## config.mk

```make
export PLATFORM = sky130hd
export DESIGN_NAME = adder_rr_scheduler
export DESIGN_NICKNAME = d
export VERILOG_FILES = /design/src/rtl/adder_rr_scheduler.sv
export SDC_FILE = /design/constraint.sdc
export NUM_CORES = 1
export LEC_CHECK = 0
export ABC_CLOCK_PERIOD_IN_PS = 8000
export BUFFER_PORTS_ARGS = -buffer_cell sky130_fd_sc_hd__buf_4
export CORE_ASPECT_RATIO = 1.5
export CORE_UTILIZATION = 25
export CTS_CLUSTER_DIAMETER = 80
export DETAILED_ROUTE_END_ITERATION = 12
export PLACE_DENSITY = 0.62
export SLEW_MARGIN = 30
export SYNTH_ARGS = -nofsm -noshare
export SYNTH_HDL_FRONTEND = slang
export SYNTH_SLANG_ARGS = --single-unit
export TNS_END_PERCENT = 50
```

## constraint.sdc

```tcl
create_clock -name clk -period 8 [get_ports clk]
set_input_delay 0.8 -clock clk [delete_from_list [all_inputs] [get_ports clk]]
set_output_delay 0.8 -clock clk [all_outputs]
set_load 0.005 [all_outputs]
```

## src/rtl/adder_rr_scheduler.sv

```systemverilog
//------------------------------------------------------------------------------
// Module  : adder_rr_scheduler
// Brief   : Round-robin sharing of one WIDTH-bit adder across NREQ requesters,
//           result held in a single-entry output register. Optional macro
//           ADDER_RR_SAT_EN saturates out_sum on carry-out.
// Revision: 1.0 - initial release
//------------------------------------------------------------------------------
`default_nettype none

module adder_rr_scheduler #(
  parameter int NREQ  = 4,
  parameter int WIDTH = 8,
  localparam int IDW  = (NREQ > 1) ? $clog2(NREQ) : 1
) (
  input  logic                  clk,
  input  logic                  rst,
  input  logic [NREQ-1:0]       req_valid,
  input  logic [NREQ*WIDTH-1:0] req_a,
  input  logic [NREQ*WIDTH-1:0] req_b,
  output logic [NREQ-1:0]       req_ready,
  output logic                  out_valid,
  input  logic                  out_ready,
  output logic [WIDTH-1:0]      out_sum,
  output logic                  out_carry,
  output logic [IDW-1:0]        out_id,
  output logic                  busy
);

  localparam logic [IDW-1:0] c_LAST = IDW'(NREQ - 1);

  typedef enum logic {
    EMPTY = 1'b0,
    FULL  = 1'b1
  } state_t;

  state_t r_state, w_state_nxt;

  logic [IDW-1:0]   r_ptr;
  logic [WIDTH-1:0] r_sum;
  logic             r_carry;
  logic [IDW-1:0]   r_id;

  logic             w_slot_free;
  logic             w_found;
  logic             w_grant_any;
  logic [IDW-1:0]   w_gid;
  logic [NREQ-1:0]  w_grant;
  logic [WIDTH-1:0] w_sel_a;
  logic [WIDTH-1:0] w_sel_b;
  logic [WIDTH:0]   w_sum_full;
  logic [WIDTH-1:0] w_sum_final;

  assign w_slot_free = (r_state == EMPTY) || out_ready;

  // Scan from the pointer, wrapping modulo NREQ; first asserted request wins.
  always_comb begin
    w_found = 1'b0;
    w_gid   = '0;
    for (int k = 0; k < NREQ; k++) begin
      int idx;
      idx = int'(r_ptr) + k;
      if (idx >= NREQ) idx = idx - NREQ;
      if (!w_found && req_valid[idx]) begin
        w_found = 1'b1;
        w_gid   = IDW'(idx);
      end
    end
  end

  assign w_grant_any = w_found && w_slot_free && !rst;

  always_comb begin
    w_grant = '0;
    if (w_grant_any) w_grant[w_gid] = 1'b1;
  end

  assign w_sel_a    = req_a[w_gid*WIDTH +: WIDTH];
  assign w_sel_b    = req_b[w_gid*WIDTH +: WIDTH];
  assign w_sum_full = {1'b0, w_sel_a} + {1'b0, w_sel_b};

`ifdef ADDER_RR_SAT_EN
  assign w_sum_final = w_sum_full[WIDTH] ? {WIDTH{1'b1}} : w_sum_full[WIDTH-1:0];
`else
  assign w_sum_final = w_sum_full[WIDTH-1:0];
`endif

  always_ff @(posedge clk) begin
    if (rst) r_state <= EMPTY;
    else     r_state <= w_state_nxt;
  end

  always_comb begin
    w_state_nxt = r_state;
    case (r_state)
      EMPTY: if (w_grant_any) w_state_nxt = FULL;
      FULL: begin
        if (w_grant_any)    w_state_nxt = FULL;
        else if (out_ready) w_state_nxt = EMPTY;
      end
      default: w_state_nxt = EMPTY;
    endcase
  end

  always_ff @(posedge clk) begin
    if (rst) begin
      r_ptr   <= '0;
      r_sum   <= '0;
      r_carry <= 1'b0;
      r_id    <= '0;
    end else if (w_grant_any) begin
      r_ptr   <= (w_gid == c_LAST) ? '0 : w_gid + 1'b1;
      r_sum   <= w_sum_final;
      r_carry <= w_sum_full[WIDTH];
      r_id    <= w_gid;
    end
  end

  assign req_ready = w_grant;
  assign out_valid = (r_state == FULL);
  assign out_sum   = r_sum;
  assign out_carry = r_carry;
  assign out_id    = r_id;
  assign busy      = out_valid || (|req_valid);

endmodule

`default_nettype wire

```

== Word-level counts from Yosys, hierarchy flattened ==
Index checks and enable logic that the tools add are counted.

* Register bits after elaboration: 14

* Magnitude comparators: 10
* Bitwise operators: 1
* Shifts and indexed selects: 2
* Equal/unequal tests: 1
* Muxes and demuxes: 32
* Reduce and logical (&&, ||, !) cells: 13
* Add/sub/neg operators: 9

{| class="wikitable"
|+ Operator list
! cell !! number
|-
| less-than comparator 32 x 4 -> 1 bit, second input constant || 4
|-
| two-way mux 32 bit || 4
|-
| indexed part select 32 x 6 -> 8 bit || 2
|-
| two-way mux 1 bit || 16
|-
| subtractor 3 x 3 -> 4 bit, second input constant || 3
|-
| two-way mux 2 bit || 5
|-
| adder 8 x 8 -> 9 bit || 1
|-
| greater-or-equal comparator 3 bit, second input constant || 3
|-
| binary-select mux 1 bit (select 2 bit) || 4
|-
| adder 2 x 2 -> 3 bit, second input constant || 2
|-
| logical AND 1 bit || 6
|-
| zero test 1 bit || 4
|-
| two-way mux 4 bit || 1
|-
| OR reduction 4 bit || 1
|-
| subtractor 2 x 3 -> 4 bit, second input constant || 1
|-
| adder 2 x 1 -> 3 bit, second input constant || 1
|-
| greater-or-equal comparator 2 x 3 -> 1 bit, second input constant || 1
|-
| less-than comparator 2 x 3 -> 1 bit, second input constant || 1
|-
| adder 2 x 1 -> 2 bit, second input constant || 1
|-
| demux 1 bit (select 2 bit) || 1
|-
| equality test 2 bit, second input constant || 1
|-
| greater-or-equal comparator 2 x 1 -> 1 bit, second input constant || 1
|-
| logical OR 1 bit || 2
|-
| case mux 1 bit (2 select lines) || 1
|-
| inverter 1 bit || 1
|}

== Logic depth before layout (Yosys ltp) ==
Gate-level depths: netlist of run 1.

* Depth in word-level cells: 20
* Depth in mapped cells: 14
* Mapped depth without buffers: 12

== Worst setup path after synthesis of run 1 ==
Ideal clock, no wire load.

* Path kind: input to register
* Start: input req_valid[0]
* End: register r_sum[6], in the netlist out_sum[6]
* Setup slack: 4,557 ps
* Buffers on the path: 2
* Arrival time: 3,327 ps
* Stages: 14
* Cells stage by stage: a21oi_1 -> o21ai_1 -> o2bb2a_4 -> buf_6 -> buf_6 -> mux2i_1 -> mux2i_1 -> ha_1 -> fa_1 -> a21o_1 -> a311o_1 -> a211oi_1 -> nor3_1 -> a31o_1

* Cells in the longest elaborated chain, start to end: 15
* Elaborated cells on any way between the ends: 31

{| class="wikitable"
|+ Ends and longest elaborated chain
! element !! RTL line !! RTL
|-
| start, declared || 17 || <nowiki>input logic [NREQ-1:0] req_valid,</nowiki>
|-
| binary-select mux 1 bit (select 2 bit) || 63 || <nowiki>if (!w_found && req_valid[idx]) begin</nowiki>
|-
| two-way mux 1 bit (implied by the code) (2 in series) || 63 ||
|-
| two-way mux 1 bit || 63 ||
|-
| zero test 1 bit || 63 ||
|-
| logical AND 1 bit || 63 ||
|-
| two-way mux 1 bit || 63 ||
|-
| zero test 1 bit || 63 ||
|-
| logical AND 1 bit || 63 ||
|-
| two-way mux 1 bit || 63 ||
|-
| zero test 1 bit || 63 ||
|-
| logical AND 1 bit || 63 ||
|-
| two-way mux 2 bit or two-way mux 1 bit (tied branches) || 63 ||
|-
| indexed part select 32 x 6 -> 8 bit (tied with other cells) || 77 || <nowiki>assign w_sel_a = req_a[w_gid*WIDTH +: WIDTH];</nowiki>
|-
| adder 8 x 8 -> 9 bit or logical AND 1 bit (tied branches) || 79, 70 ||
|-
| end signal, assigned || 112 || <nowiki>r_sum <= w_sum_final;</nowiki>
|-
| end, declared || 39 || <nowiki>logic [WIDTH-1:0] r_sum;</nowiki>
|}

Parallel ways exist; a longest one is shown, timed or not. The select of a mux whose other input is x is not followed.
A chain may end at the register's enable or synchronous reset.

== Worst setup path after layout of run 1 ==
Same ends and word-level chain as after synthesis.

==> results.toml, run 1 <==
[setup_path]
critical-path-slowest-cell = "o2bb2a_4"
worst-setup-path-type = "in -> reg"
path_max_fanout = 35
worstPathBufferInverterCount = 1
critPathMaxStageDelay_ps = 580
critical_path_cell_sequence = "buf_4, a21oi_1, o21ai_1, o2bb2a_4, mux2i_1, mux2i_1, ha_1, fa_1, a21o_1, a311o_1, a211oi_1, nor3_1, a31o_1"
crit_arrival_ps = 3860
timing.critical_path.mode_cell = "mux2i_1"
worst_setup_path_start_kind = "primary input"
cp_top_family = "compound AO/OA/AOI/OAI gates"
crit_path_capture_type = "flip-flop"
worst_ep_required_time_ps = 8140

[clock_network]
worst_setup_hold_path_clk_slew_ps = 60
root_buffer = "clkbuf_8"
largest_buffer_count_on_any_clock_path = 2
clk-insertion-delay-late_ps = 240
tritoncts = "built"
numCtsBuffers = 3
postCtsHoldBufs = 0
ctsHtreeMaxLevel = 1
clock_sink_count = 14
post_cts_resize_count = 0
cts_post_setup_buffers_inserted = 0

[place]
dp.cells = 317
gp_routability_congestion = 0.883
place.port_buffers = 87
dp_hpwl_mm = 3.32

[routing]
route.detailed.vias_per_inst = 4.77
detailedRoute.firstIterationViolations = 51
drt-wirelength-per-cell_um = 12.4
routed-via-count = 1530
finalWirelength_mm = 3.97
count_of_tritonroute_iterations_in_the_first_routing_pass = 4
antenna_left = 0
post-route-drc-count = 0

[power_and_ir_drop]
power.density_cell_area_nw_per_um2 = 211
power.net_switching_uw = 187
p_int_uw = 288
power_frac_clock_pct = 14.3
pwr-share-comb_pct = 63.6
sw_frac_of_total_pct = 39.3
leakage_nw = 1.09
vdd_ir_drop_max_mv = 0.0668
power_frac_seq_pct = 22.1

[global_route]
first_global_vias = 1473
grt_max_degree = 36
total_global_routing_overflow = 0
grt_antenna_before_repair = 0
grt_first_pass_wirelength_mm = 6.52
groute.usage.overall_pct = 12.7

[timing]
finClkSkew_ps = 0.532
tightest_slew_ps = 700
finalHoldViolCount = 0
final.setup.tns_ps = 0
fin_worst_hold_slack_ps = 457
setup_viol_count_final = 0
rsz0062_at_grt = "false"
fmax_ghz = 0.268
remaining_max_slew_budget_at_the_tightest_pin_pct = 53.2
period_minus_slack_ps = 3720
timing.final.crit_share_pct = 46.6
slew_violations = 0

[logic_synthesis]
ys_top_cells_by_area = "mux2i_1 32%, dfxtp_1 18%, ha_1 9.8%"
synth_area_sq_um = 1530
yosys.area.top_type_share_pct = 32.0
netlist_instances = 165
synthDominantAreaCellType = "mux2i_1"
syn_nets = 249
seq_area_frac_synth_pct = 18.3
post_synth_num_cell_types = 39
postSynthAreaPerCell_sq_um = 9.30
ys_ff_latch = 14
synth-warning-count = 0

[floorplan]
effective_utilization_at_floorplan_pct = 26.1
std_cell_rows = 34
placeableCoreArea_sq_um = 5870
horizontal_die_dimension_um = 66.0
die_area_sq_um = 6460
io_pins = 88
die-height_um = 97.9

[cells_and_area]
total_area_of_multi_input_combinational_cells_sq_um = 1140
regArea_sq_um = 280
fin_nets = 334
antenna_cells = 0
final_layout_size_suffix_gt1_share_pct = 41.0
num-fill-cells = 617
final-instance-count-excl-fill = 321
area_growth_syn_to_layout_pct = 46.8
final_core_utilization_pct = 38.4

[flow_run]
maxCapViolCount = 0

[status]
outcome = "complete, no violations"

[min_path]
hold_path.class = "reg -> reg"
## kinds of logic after synthesis
family | after synthesis | share of synthesized area, %
muxes | 49 | 32.0
xor gates and xnor gates | 3 | 1.71
AOI/OAI and AO/OA | 35 | 16.8
buffers and inverters | 14 | 7.18
adders and majority gates | 13 | 11.1
DFF | 14 | 18.3
and+or+nand+nor | 37 | 13.0
## layer usage
layer  routed length, um  track usage (%)
met1                1430             13.6
met2                2240             24.8
met3                 215             1.17
met4                  74             3.93
met5                   0                0
## path summary, 6_finish.rpt
| check | start | endpoint | slack (ps) | cells after the start |
|---|---|---|---|---|
| min reg2reg | out_sum[1] | out_sum[1] | 460 | 2 |
| max reg2reg | r_ptr[0] | out_sum[6] | 4580 | 12 |
| min | out_sum[1] | out_sum[1] | 460 | 2 |
| max | req_valid[0] | out_sum[6] | 4280 | 13 |
## layout by cell type (no fill, tap or decap), types with 3 or more instances in the layout
| cell type | instances |
|---|---|
| a21oi_1 | 7 |
| clkbuf_8 | 4 |
| inv_1 | 3 |
| nand3_1 | 7 |
| nor3_1 | 3 |
| nand2_1 | 8 |
| a211oi_1 | 5 |
| o21ai_1 | 5 |
| dfxtp_1 | 14 |
| mux2i_1 | 49 |
| nor2_1 | 8 |
| buf_4 | 88 |
| ha_1 | 12 |
| and2_1 | 5 |
| o21ai_0 | 4 |
## tightest hold or removal path: cells and delay by family, from the launching register on
| family | cells | cell delay, ps |
|---|---|---|
| DFF | 1 | 310 |
| and+or+nand+nor | 2 | 100 |
## flip-flops by register name, summed over array words and instances (netlist names)
| register | cells |
|---|---|
| out_carry | 1 |
| out_id | 2 |
| out_sum | 8 |
| out_valid | 1 |
| r_ptr | 2 |
## per-stage QoR
step / worst slack, ps / instance area [sq um] / power (mW)
after floorplan: 4560 / 1530 / 0.318
after global placement: 4050 / 2200 / 0.409
after detailed placement: 3990 / 2200 / 0.413
after CTS: 4230 / 2250 / 0.481
after global routing: 4070 / 2250 / 0.518
final: 4280 / 2250 / 0.475
## final cells by class
cell class                      instances  share of cell area [%]
Tap cell                               72                    4.00
Clock buffer                            4                    2.44
Multi-Input combinational cell        137                    50.8
Inverter                                6                    1.00
Timing Repair Buffer                   88                    29.3
Sequential cell                        14                    12.4
## cells in the mapped netlist (all sizes together)
cell	count
a211oi	6
a21o	2
a21oi	7
a22oi	1
a311o	1
a31o	3
a31oi	1
and2	5
buf	7
clkbuf	1
clkinv	1
dfxtp	14
fa	1
ha	12
inv	5
mux2i	49
nand2	8
nand2b	1
nand3	7
nor2	9
nor2b	2
nor3	3
nor4	1
o211ai	1
o21ai	9
o21bai	1
o221ai	1
o2bb2a	1
o31ai	1
or3	1
xnor2	1
xor2	2
## power groups by stage
stage	Combinational [mW]	Sequential [mW]	Clock [mW]
2_1_floorplan	0.212	0.106	0
3_3_place_gp	0.303	0.106	0
3_5_place_dp	0.306	0.106	0
4_1_cts	0.307	0.105	0.0686
5_1_grt	0.337	0.108	0.0728
6_report	0.302	0.105	0.0679
Note: power is estimated with default switching activity, not from simulation.
==> inputs of run 2 (changes only) <==
ABC_CLOCK_PERIOD_IN_PS = 3300   (was 8000)
PLACE_DENSITY = 0.63   (was 0.62)
clock period = 3.3 ns   (was 8 ns; I/O delays follow)
==> run 2 against run 1 <==
- via count up 1.3%
- power up 150%
- flip-flop and latch count unchanged
- final cell count up 1.2%
- global-route usage up 0.24 points
- clock skew up 1.9 ps
- die area unchanged
- largest cell class unchanged
==> results.toml, run 2 (synthesized netlist as in run 1, its figures left out) <==
[status]
outcome = "complete, no violations"

[timing]
period_minus_slack_ps = 3050
rsz0062_at_grt = "false"
final.setup.tns_ps = 0
setup_viol_count_final = 0
remaining_max_slew_budget_at_the_tightest_pin_pct = 61.3
worst_slack_ps = 251
tightest_slew_ps = 580
fmax_ghz = 0.328
finalHoldViolCount = 0
timing.final.crit_share_pct = 92.4
slew_violations = 0
fin_worst_hold_slack_ps = 302
finClkSkew_ps = 2.47

[power_and_ir_drop]
vdd_ir_drop_max_mv = 0.144
power.density_cell_area_nw_per_um2 = 508
leakage_nw = 1.11
fin_total_pwr_mw = 1.16

[cells_and_area]
regArea_sq_um = 280
final_layout_size_suffix_gt1_share_pct = 41.9
area_growth_syn_to_layout_pct = 49.6
total_area_of_multi_input_combinational_cells_sq_um = 1140
largest_register_ffs = 8
fin_nets = 338
layout.cells.most_common = "buf_4"
antenna_cells = 0
layout.cells.most_common_list = "91 x buf_4, 49 x mux2i_1, 14 x dfxtp_1"
num-fill-cells = 628

[setup_path]
cp_top_family = "compound AO/OA/AOI/OAI gates"
critPathMaxStageDelay_ps = 470
crit_arrival_ps = 3180
worst_setup_path_start_kind = "flip-flop"
worst_ep_required_time_ps = 3430
crit_path_capture_type = "flip-flop"
worst_setup_path_startpoint = "r_ptr[0]"
path_max_fanout = 16
reg2reg_from = "r_ptr[0]"
worstPathBufferInverterCount = 2
timing.critical_path.mode_cell = "mux2i_1"
worst-setup-path-type = "reg -> reg"
critical_path_cell_sequence = "inv_1, a21oi_1, o2bb2a_4, buf_12, mux2i_1, mux2i_1, fa_1, a21o_1, a311o_1, a211oi_1, nor3_1, a31o_1"
critical-path-slowest-cell = "fa_1"

[floorplan]
io_pins = 88
die_area_sq_um = 6460
placeableCoreArea_sq_um = 5870
effective_utilization_at_floorplan_pct = 26.1
std_cell_rows = 34
die-height_um = 97.9
horizontal_die_dimension_um = 66.0

[global_route]
grt_antenna_before_repair = 0
total_global_routing_overflow = 0
first_global_vias = 1544
grt_first_pass_wirelength_mm = 6.62
grt_max_degree = 18
groute.usage.overall_pct = 12.9

[flow_run]
maxCapViolCount = 0

[clock_network]
post_cts_resize_count = 0
cts_post_setup_buffers_inserted = 0
largest_buffer_count_on_any_clock_path = 2
tritoncts = "built"
worst_setup_hold_path_clk_slew_ps = 50
clock_sink_count = 14
root_buffer = "clkbuf_8"
numCtsBuffers = 3
clk-insertion-delay-late_ps = 240
ctsHtreeMaxLevel = 1
postCtsHoldBufs = 0

[place]
gp_routability_congestion = 0.866
place.port_buffers = 87
place_ws_ps = 152
dp_hpwl_mm = 3.54

[routing]
detailedRoute.firstIterationViolations = 29
finalWirelength_mm = 4.05
drt-wirelength-per-cell_um = 12.5
count_of_tritonroute_iterations_in_the_first_routing_pass = 4
post-route-drc-count = 0
routed-via-count = 1550
route.detailed.vias_per_inst = 4.77
antenna_left = 0

[min_path]
hold_path.class = "in -> reg"
hold_path.startpoint = "rst"
[run 2: per-stage QoR]
step	utilization (%)	area, sq um	instances
after floorplan	-	1530	165
after global placement	38.2	2240	321
after detailed placement	38.2	2240	321
after CTS	39.1	2290	325
after global routing	39.1	2290	325
final	39.1	2290	325
[run 2: per-layer routing]
metal | vias up | routed length (um) | GRT usage [%]
met4 | 0 | 105 | 4.91
li1 | 789 | - | -
met3 | 8 | 165 | 1.05
met2 | 53 | 2370 | 26.4
met5 | - | 0 | 0
met1 | 700 | 1420 | 12.5
[run 2: final cells by class]
class | instances | area share, %
Inverter | 6 | 0.981
Clock buffer | 4 | 2.40
Tap cell | 72 | 3.93
Timing Repair Buffer | 92 | 30.6
Multi-Input combinational cell | 137 | 49.8
Sequential cell | 14 | 12.2
[run 2: path summary, 6_finish.rpt]
path | to | slack [ps] | depth (start not counted)
worst min-delay path | r_ptr[0] | 300 | 2
worst min register to register | out_sum[4] | 460 | 2
worst max-delay path | out_sum[6] | 250 | 12
worst max register to register | out_sum[6] | 250 | 12
[run 2: power breakdown]
group | internal (mW) | leakage (nW) | switching, mW
Clock | 0.105 | 0.0288 | 0.0570
Sequential | 0.221 | 0.117 | 0.0315
Combinational | 0.389 | 0.965 | 0.361
Total | 0.715 | 1.11 | 0.449
==> inputs of run 3 (changes only) <==
CORE_UTILIZATION = 40   (was 25)
PLACE_DENSITY = 0.88   (was 0.63)
==> run 3 against run 2 <==
- clock skew is 4.1 ps higher
- worst setup slack improved by 36 ps
- largest power group unchanged
- critical path depth unchanged
- critical path type unchanged
- non-clock buffer count is 2 higher
- first-iteration DRC count is 10% higher
- largest cell class unchanged
- clock power down 15%
==> results.toml, run 3 (synthesized netlist as in run 1, its figures left out) <==
[power_and_ir_drop]
vdd_ir_drop_max_mv = 0.329
fin_total_pwr_mw = 1.14
leakage_nw = 1.11
power.density_cell_area_nw_per_um2 = 505

[routing]
drt-wirelength-per-cell_um = 12.8
route.detailed.vias_per_inst = 5.31
detailedRoute.firstIterationViolations = 32
post-route-drc-count = 0
count_of_tritonroute_iterations_in_the_first_routing_pass = 5
antenna_left = 0
routed-via-count = 1577
finalWirelength_mm = 3.80

[setup_path]
path_max_fanout = 9
crit_arrival_ps = 3160
worst-setup-path-type = "reg -> reg"
worst_ep_required_time_ps = 3440
crit_path_capture_type = "flip-flop"
worst_setup_path_start_kind = "flip-flop"

[floorplan]
effective_utilization_at_floorplan_pct = 41.7
io_pins = 88
std_cell_rows = 27
die_area_sq_um = 4090
horizontal_die_dimension_um = 52.6
die-height_um = 77.8
placeableCoreArea_sq_um = 3680

[place]
gp_routability_congestion = 0.795
dp_hpwl_mm = 3.26
place.port_buffers = 87
place_area_sq_um = 2210

[clock_network]
cts_post_setup_buffers_inserted = 0
post_cts_resize_count = 0
worst_setup_hold_path_clk_slew_ps = 60
clk-insertion-delay-late_ps = 250
tritoncts = "built"
root_buffer = "clkbuf_8"
ctsHtreeMaxLevel = 1
largest_buffer_count_on_any_clock_path = 2
postCtsHoldBufs = 0
numCtsBuffers = 3
clock_sink_count = 14

[flow_run]
maxCapViolCount = 0

[min_path]
hold_path.class = "in -> reg"

[timing]
fin_worst_hold_slack_ps = 296
timing.final.crit_share_pct = 91.3
tightest_slew_ps = 540
final.setup.tns_ps = 0
remaining_max_slew_budget_at_the_tightest_pin_pct = 64.0
finClkSkew_ps = 6.54
finalHoldViolCount = 0
slew_violations = 0
fmax_ghz = 0.332
setup_viol_count_final = 0
period_minus_slack_ps = 3010
rsz0062_at_grt = "false"

[global_route]
first_global_vias = 1555
grt_first_pass_wirelength_mm = 6.33
grt_max_degree = 18
grt_antenna_before_repair = 0
total_global_routing_overflow = 0
groute.usage.overall_pct = 19.9

[cells_and_area]
final_layout_size_suffix_gt1_share_pct = 42.1
area_growth_syn_to_layout_pct = 46.7
layout.cells.most_common = "buf_4"
largest_register_ffs = 8
total_area_of_multi_input_combinational_cells_sq_um = 1140
final_area_sq_um = 2250
regArea_sq_um = 280
layout.cells.most_common_list = "93 x buf_4, 49 x mux2i_1, 14 x dfxtp_1"
antenna_cells = 0
fin_nets = 340
num-fill-cells = 322

[status]
outcome = "complete, no violations"
## run 3: cell count changes in the layout (fill, tap and decap cells not counted)
cell      delta
clkbuf_8     -1
buf_4        +2
buf_6        +1
buf_12       -1
## run 3: worst max-delay path, stage by stage, from the launching register on
cell	delay, ps
dfxtp_1	380
inv_1	90
a21oi_1	160
o2bb2a_4	250
mux2i_1	220
mux2i_1	100
ha_1	250
fa_1	400
a21o_1	200
a311o_1	350
a211oi_1	230
nor3_1	70
a31o_1	200
## run 3: power by group
part	leakage, nW	total, mW	internal, mW	switching (mW)
registers	0.117	0.254	0.221	0.0326
clock network	0.0216	0.138	0.0806	0.0569
logic	0.972	0.746	0.389	0.356
total	1.11	1.14	0.691	0.446
## run 3: layout make-up
type	count	share of cell area [%]
repair buffers	94	31.5
multi-input cells	137	50.8
inverters	6	1.00
clock buffers	3	1.83
flip-flops and latches	14	12.5
well taps	43	2.39
## run 3: through the flow
step	worst slack, ps	utilization, %	instances
6_report	287	61.1	297
5_1_grt	39.9	61.1	297
4_1_cts	238	61.0	297
3_5_place_dp	137	59.9	294
3_3_place_gp	150	59.9	294
2_1_floorplan	291	-	165
## run 3: final timing paths
kind | from | endpoint | slack (ps) | depth (start not counted)
hold reg to reg | out_sum[4] | out_sum[4] | 460 | 2
hold / removal | rst | r_ptr[0] | 300 | 2
setup / recovery | r_ptr[0] | out_sum[6] | 290 | 12
setup reg to reg | r_ptr[0] | out_sum[6] | 290 | 12
## run 3: routing by layer
| layer | wire, um | vias to the layer above | track usage [%] |
|---|---|---|---|
| met2 | 2160 | 55 | 39.2 |
| met4 | 92 | 0 | 7.11 |
| li1 | - | 787 | - |
| met3 | 175 | 9 | 3.33 |
| met1 | 1370 | 726 | 19.1 |
| met5 | 0 | - | 0 |
